File: src/rtl/mips_instr_encoder.sv
`default_nettype none
// ============================================================================
// Module   : mips_instr_encoder
// Purpose  : Encodes MIPS operation requests into 32-bit instruction words
//            with the matching expected ALU control value, buffered in a
//            small FIFO drained over a valid/ready handshake.
// Revision : 1.0 - initial release
// ============================================================================
module mips_instr_encoder #(
    parameter int DEPTH = 4
) (
    input  logic        clk,
    input  logic        rst,
    input  logic        req_valid,
    output logic        req_ready,
    input  logic [3:0]  req_op,
    input  logic [4:0]  req_rs,
    input  logic [4:0]  req_rt,
    input  logic [4:0]  req_rd,
    input  logic [15:0] req_imm,
    output logic        out_valid,
    input  logic        out_ready,
    output logic [31:0] out_instr,
    output logic [2:0]  out_alu_ctrl,
    output logic        err,
    output logic [7:0]  err_count
);

    localparam int AW = (DEPTH > 1) ? $clog2(DEPTH) : 1;
    localparam int CW = $clog2(DEPTH + 1);

    localparam logic [5:0] c_funct_add = 6'b100000;
    localparam logic [5:0] c_funct_sub = 6'b100010;
    localparam logic [5:0] c_funct_and = 6'b100100;
    localparam logic [5:0] c_funct_or  = 6'b100101;
    localparam logic [5:0] c_funct_slt = 6'b101010;
    localparam logic [5:0] c_op_addi   = 6'b001000;
    localparam logic [5:0] c_op_ori    = 6'b001101;
    localparam logic [5:0] c_op_slti   = 6'b001010;
    localparam logic [5:0] c_op_andi   = 6'b001100;
    localparam logic [5:0] c_op_beq    = 6'b000100;
    localparam logic [5:0] c_op_bne    = 6'b000101;

    logic [31:0]   r_mem_instr [DEPTH];
    logic [2:0]    r_mem_ctrl  [DEPTH];
    logic [AW-1:0] r_wptr;
    logic [AW-1:0] r_rptr;
    logic [CW-1:0] r_count;
    logic          r_err;
    logic [7:0]    r_err_count;

    logic          w_legal;
    logic [31:0]   w_instr;
    logic [2:0]    w_ctrl;
    logic          w_accept;
    logic          w_push;
    logic          w_pop;

    // Encode the incoming request into an instruction word and ALU control
    always_comb begin
        w_legal = 1'b1;
        w_instr = '0;
        w_ctrl  = '0;
        case (req_op)
            4'd0:  begin w_instr = {6'b000000, req_rs, req_rt, req_rd, 5'b00000, c_funct_add}; w_ctrl = 3'b010; end
            4'd1:  begin w_instr = {6'b000000, req_rs, req_rt, req_rd, 5'b00000, c_funct_sub}; w_ctrl = 3'b110; end
            4'd2:  begin w_instr = {6'b000000, req_rs, req_rt, req_rd, 5'b00000, c_funct_and}; w_ctrl = 3'b000; end
            4'd3:  begin w_instr = {6'b000000, req_rs, req_rt, req_rd, 5'b00000, c_funct_or};  w_ctrl = 3'b001; end
            4'd4:  begin w_instr = {6'b000000, req_rs, req_rt, req_rd, 5'b00000, c_funct_slt}; w_ctrl = 3'b111; end
            4'd5:  begin w_instr = {c_op_addi, req_rs, req_rt, req_imm}; w_ctrl = 3'b010; end
            4'd6:  begin w_instr = {c_op_ori,  req_rs, req_rt, req_imm}; w_ctrl = 3'b001; end
            4'd7:  begin w_instr = {c_op_slti, req_rs, req_rt, req_imm}; w_ctrl = 3'b111; end
            4'd8:  begin w_instr = {c_op_andi, req_rs, req_rt, req_imm}; w_ctrl = 3'b000; end
            4'd9:  begin w_instr = {c_op_beq,  req_rs, req_rt, req_imm}; w_ctrl = 3'b101; end
            4'd10: begin w_instr = {c_op_bne,  req_rs, req_rt, req_imm}; w_ctrl = 3'b011; end
            default: w_legal = 1'b0;
        endcase
    end

    // Handshake status comes from the registered count only
    assign req_ready    = (r_count != CW'(DEPTH));
    assign out_valid    = (r_count != '0);
    assign w_accept     = req_valid && req_ready;
    assign w_push       = w_accept && w_legal;
    assign w_pop        = out_valid && out_ready;
    assign out_instr    = out_valid ? r_mem_instr[r_rptr] : 32'd0;
    assign out_alu_ctrl = out_valid ? r_mem_ctrl[r_rptr]  : 3'd0;
    assign err          = r_err;
    assign err_count    = r_err_count;

    // Storage array needs no reset; only valid slots are ever presented
    always_ff @(posedge clk) begin
        if (w_push) begin
            r_mem_instr[r_wptr] <= w_instr;
            r_mem_ctrl[r_wptr]  <= w_ctrl;
        end
    end

    // FIFO pointers/count and illegal-request tracking
    always_ff @(posedge clk or posedge rst) begin
        if (rst) begin
            r_wptr      <= '0;
            r_rptr      <= '0;
            r_count     <= '0;
            r_err       <= 1'b0;
            r_err_count <= '0;
        end else begin
            if (w_push) r_wptr <= r_wptr + AW'(1);
            if (w_pop)  r_rptr <= r_rptr + AW'(1);
            if (w_push && !w_pop)      r_count <= r_count + CW'(1);
            else if (!w_push && w_pop) r_count <= r_count - CW'(1);
            r_err <= w_accept && !w_legal;
            if (w_accept && !w_legal && (r_err_count != 8'hFF))
                r_err_count <= r_err_count + 8'd1;
        end
    end

endmodule
`default_nettype wire
File: config.mk
export PLATFORM = sky130hd
export DESIGN_NAME = mips_instr_encoder
export DESIGN_NICKNAME = d
export VERILOG_FILES = /design/src/rtl/mips_instr_encoder.sv
export SDC_FILE = /design/constraint.sdc
export NUM_CORES = 1
export LEC_CHECK = 0
export ABC_AREA = 1
export CORE_AREA = 2 2 110 123
export CTS_BUF_LIST = sky130_fd_sc_hd__clkbuf_2 sky130_fd_sc_hd__clkbuf_4 sky130_fd_sc_hd__clkbuf_8
export CTS_CLUSTER_DIAMETER = 60
export DETAILED_ROUTE_END_ITERATION = 10
export DIE_AREA = 0 0 112 125
export PLACE_DENSITY_LB_ADDON = 0.3
export SKIP_LAST_GASP = 1
export SYNTH_ARGS = -nofsm -noshare
export SYNTH_HDL_FRONTEND = slang
export SYNTH_SLANG_ARGS = --single-unit
File: constraint.sdc
create_clock -name clk -period 2.42 [get_ports clk]
set_input_delay 0.484 -clock clk [delete_from_list [all_inputs] [get_ports clk]]
set_output_delay 0.484 -clock clk [all_outputs]
set_load 0.01 [all_outputs]
# == Yosys cells after proc, flatten, opt, wreduce, memory -nomap -nowiden ==
# Memory sizes are Yosys's and may differ from the RTL's.
# Cells that the tools add are included.
# W data, S select, Z words.
# word_totals
ff_bits,16
latch_bits,0
ramBits,132
mem_bits_ro,0
in_bits,39
wordCells,50
memories,2
# mem_list
memory,depth,width,rd,rd_ports_with_merged_regs,write_ports,line,rtl
r_mem_instr,4,30,1,0,1,44,logic [31:0] r_mem_instr [DEPTH];
r_mem_ctrl,4,3,1,0,1,45,logic [2:0] r_mem_ctrl [DEPTH];
# op_classes
n_addsub,5
mul,0
div,0
magnitude_cmp,0
eq_ne,12
n_shift,0
n_mux,9
bitwise,0
reduce_logical,17
# op_table
op,n
$pmux W30 S11,1
$mux W32,1
$pmux W3 S6,1
$eq A4 B3 Y1 const B,4
$eq A4 B4 Y1 const B,3
$reduce_or A11 Y1,1
$mux W3,3
$add A8 B1 Y8 const B,1
$eq A4 B2 Y1 const B,2
$ne A8 B8 Y1 const B,1
$logic_and A1 B1 Y1,7
$reduce_or A2 Y1,3
$add A2 B1 Y2 const B,2
$eq A4 B1 Y1 const B,1
$logic_not A4 Y1,1
$add A3 B1 Y3 const B,1
$logic_not A1 Y1,3
$mux W1,3
$ne A3 B3 Y1 const B,1
$reduce_bool A3 Y1,1
$sub A3 B1 Y3 const B,1
$reduce_bool A2 Y1,1

# == Longest topological paths before layout ==
# logic_depth
ltp_word,8
mapped_depth,12
depth_no_buf,12

# == Worst setup path before layout ==
# Ideal clock, no wire load.
# synth_timing
path_kind,input to register
startpoint,in req_op[2]
endpoint,"mem r_mem_ctrl[0][0], enable pin"
setup_time_ps,423
arrival_ps,2268
required_ps,1997
path_slack_ps,-271
path_stages,5
n_path_buf,0
cell_sequence,inv_1 -> nand2_2 -> nand2_4 -> nand2_2 -> nor2_1
# synth_via
elab_chain_len,6
word_cells_on_any_way,16
classes_between,10 x eq/ne; 3 x mux; 3 x reduce/logical
# synth_rtl
item,line,rtl
start: declaration,16,"input logic [3:0] req_op,"
"$eq A4 B4 Y1, or another cell as far along",64,case (req_op)
$reduce_or A11 Y1 (no source line) (*),--,
$mux W1 (*),64,
$logic_and A1 B1 Y1 (*),84,assign w_push = w_accept && w_legal;
$mux W1 (*),93,if (w_push) begin
$mux W1 (not written as such) (*),95,r_mem_ctrl[r_wptr] <= w_ctrl;
end: declaration,45,
# Mark *: on every way between the ends. The rest lies on a longest branch, timed or not.

# == Final worst setup path ==
# layout_timing
startpoint,reg r_rptr[0]
endpoint,out out_alu_ctrl[0]
# layout_via
elab_chain_len,2
# layout_rtl
item,line,rtl
start: declaration,47,logic [AW-1:0] r_rptr;
start signal: assignment,109,if (w_pop) r_rptr <= r_rptr + AW'(1);
$mem_v2 Z4 W3,--,
$mux W3,87,assign out_alu_ctrl = out_valid ? r_mem_ctrl[r_rptr] : 3'd0;
end: declaration,24,"output logic [2:0] out_alu_ctrl,"
# Every way passes these cells.

==> results.md <==
* Most numerous cell in the Yosys netlist: nor2_1
* Crit path time final at 2396 ps
* Area of the multi-input gates at 1847 sq um
* Initial antenna violation count at 0
* Initial drt markers at 482
* Synthesized flop and latch total at 148
* Setup TNS at 0 ps
* Die ar. at 14,000 sq um
* Netlist cell types at 31
* Kind of critical path: register to output pin
* CP top delay family: buffers and inverters
* RSZ-0062 raised after global routing: true
* Crit-path cells: buf_8 > nor2_1 > nor2_1 > o21ai_0 > a21oi_1 > dlygate4sd2_1
* Relative slew margins at 0.5205
* Tot GR Track Use at 0.2156
* Routability cong. at 0.8113
* Clk Latency, worst-skew pair at 420 ps
* Max layer used: met4
* Hold WC Path Type: input pin to asynchronous set/reset pin
* CP max stage delay at 460 ps
* Ys async rst share at 0.1081
* Antenna Violating Nets Remaining at 0
* Syn avg cell area at 10.65 sq um
* TritonRoute pass-1 iters at 5
* Clock transition at the registers of the reported paths at 80 ps
* Residual DRC at 0
* Critical path buffer and inverter count at 2
* CTS Sinks at 148
* Largest area contributor in the netlist: edfxtp_1
* Grt total ovfl at 0
* Post-synth top cells: nor2_1 (163), edfxtp_1 (132), o21ai_0 (69), nand2_1 (67), inv_1 (41)
* Top achievable clock speed at 417.3 MHz
* Max cap viols at 0
* Via count at 4,763
* Final Max Tran Viols at 0
* Final count of hold timing violations at 0
* # diodes at 0
* Fill count at 1,015
* I/O Buffers at 82
* Final hold slack at 449.4 ps
* CP Capture Type: output pin
* Ys Warns at 0
* Worst reg2reg startpoint: r_count[0]$_DFFE_PP0P_
* DRT met1 WL at 6.145 mm
* TritonCTS Buffers at 17
* Leakage power total at 0.003250 uW
* H-Tree Depth at 4
* Cell area power density at 1166 nW/um^2
* R2r setup slk at 390 ps
* Core Rows at 44
* Placed cell areas at 7676 sq um
* Power, Total at 9551 uW
* EDFF count, synth at 132
* Required time of the worst setup path at 1940 ps
* CTS root buf: clkbuf_8
* Vias in the first global route at 4,763
* Max stage delay cell, worst path: dfrtp_2
* Hpwl dp at 8.859 mm
* Final Setup Violations at 0
* First-pass GRT wire length at 23.38 mm
* Die Wd at 112 um
* IO Count at 85
* WP data arrival at 1910 ps
* Initial Util at 0.5033
* Mapped Cells at 609
* Register area at 4368 sq um
* CP Launch Type: register
* WL per Instance at 16.97 um
* Largest net degree at the start of global routing at 35
* VDD IR-drop max at 0.7449 mV
* CP max FO at 23
* Crit-path most repeated cell: nor2_1
* Syn-to-layout area delta at 26.28%
* Total wire length at 15.07 mm
* Post-synth top area share at 0.6113
* Routed length on met2 at 7.693 mm
* Post-synthesis sequential area ratio at 0.6731
* Status: complete, no violations
* Period utilisation layout at 0.9903
* Die height at 125 um
* Via/cell ratio at 5.364
* Synth top area cells: edfxtp_1 (61%), nor2_1 (9.4%), dfrtp_1 (6.2%)
* Worst-Margin Slew at 716.6 ps
* Final instance area at 8188 sq um
* Top FF cell, synth: edfxtp_1
* Critical path origin: r_rptr[0]$_DFFE_PP0P_
* Nets at 760
* Worst Clk Skew at 7.656 ps
* Core ar. at 12,880 sq um
* Met3 wire length at 997 um
* Clk buf depth at 2
* Share of cells above drive strength 1 at 0.1541
* Post-synth design cell area at 6484 sq um
* CTS tree: built
## through the flow
step	instances	setup WS, ps	util
6_report	888	23.51	0.6356
5_1_grt	888	-53.45	0.6356
4_1_cts	884	-242.2	0.6335
3_5_place_dp	850	-11.17	0.5959
3_3_place_gp	850	68.83	0.5959
2_1_floorplan	610	-271.3	-
## where the power goes
group	leakage [uW]	internal (uW)	switching, uW
combinational	0.00161	1660	2300
sequential	0.00142	3250	186
clock	0.000224	1270	895
## final timing paths
kind / cells after the start / to
max: 6 / out_alu_ctrl[0]
min: 2 / err_count[4]$_DFFE_PP0P_
max reg2reg: 11 / r_count[2]$_DFFE_PP0P_
min reg2reg: 1 / r_count[0]$_DFFE_PP0P_
max in group asynchronous: 2 / r_rptr[0]$_DFFE_PP0P_
min in group clk: 1 / r_count[0]$_DFFE_PP0P_
## cell usage in the layout (no fill, tap or decap), drive strengths merged, types with 2 or more instances in the layout
master / netlist / routed
buf: 20 / 30
clkdlybuf4s15: 0 / 2
clkinv: 0 / 3
conb: 1 / 2
clkdlybuf4s50: 0 / 49
inv: 42 / 43
clkbuf: 9 / 43
dlymetal6s2s: 0 / 3
edfxtp: 132 / 132
ha: 6 / 6
o21ai: 78 / 78
dfrtp: 16 / 16
and3: 6 / 6
clkinvlp: 0 / 3
nand3: 13 / 13
bufinv: 0 / 5
nor2: 167 / 167
dlygate4sd2: 0 / 6
a21oi: 36 / 36
nand2: 73 / 73
xor2: 4 / 4
## routing by layer
metal  GRT usage  up-vias
met4     0.06600        0
met5           0        -
met1      0.2713     2292
met3     0.05623       19
li1            -     2262
met2      0.3693      190
## worst register-to-register path: stages (launching register included)
cell     delay, ps
dfrtp_2        440
nor2_2         170
nand2_2         90
buf_4          150
nand2_1        100
ha_1           150
inv_1           70
fa_1           380
nor2_1         120
nor2_1          50
nand2_1         70
xor2_1         160
## cells by family after synthesis
family | after synthesis | share of synthesized area
adder cells (fa/ha/maj) | 7 | 0.01467
AO/OA/AOI/OAI | 115 | 0.08915
other | 1 | 0.0005784
multiplexers | 1 | 0.001737
XOR/XNOR | 5 | 0.006754
buffers and inverters | 71 | 0.04901
AND/OR/NAND/NOR | 261 | 0.1650
flip-flops | 148 | 0.6731
## state kept, by name, indices dropped and copies added (netlist names)
name / flops
r_rptr: 2
r_mem_ctrl: 12
r_count: 3
err: 1
err_count: 8
r_wptr: 2
r_mem_instr: 120
## layout make-up
cell class / instances / area share
sequential: 148 / 0.5335
multi-input combinational: 391 / 0.2256
clock buffer: 20 / 0.03133
timing repair buffer: 114 / 0.1403
inverter: 42 / 0.01987
tap: 161 / 0.02460
clock inverter: 12 / 0.02491
## timing repair
item | CTS | global route
pin swaps | 1 | 6
hold buffers | 0 | 0
gates resized for setup | 37 | 59
buffers inserted | 1 | 1
endpoints found under the setup margin | 33 | 33
cloned | 1 | 3
No activity file was read; power rests on OpenSTA's default activity.
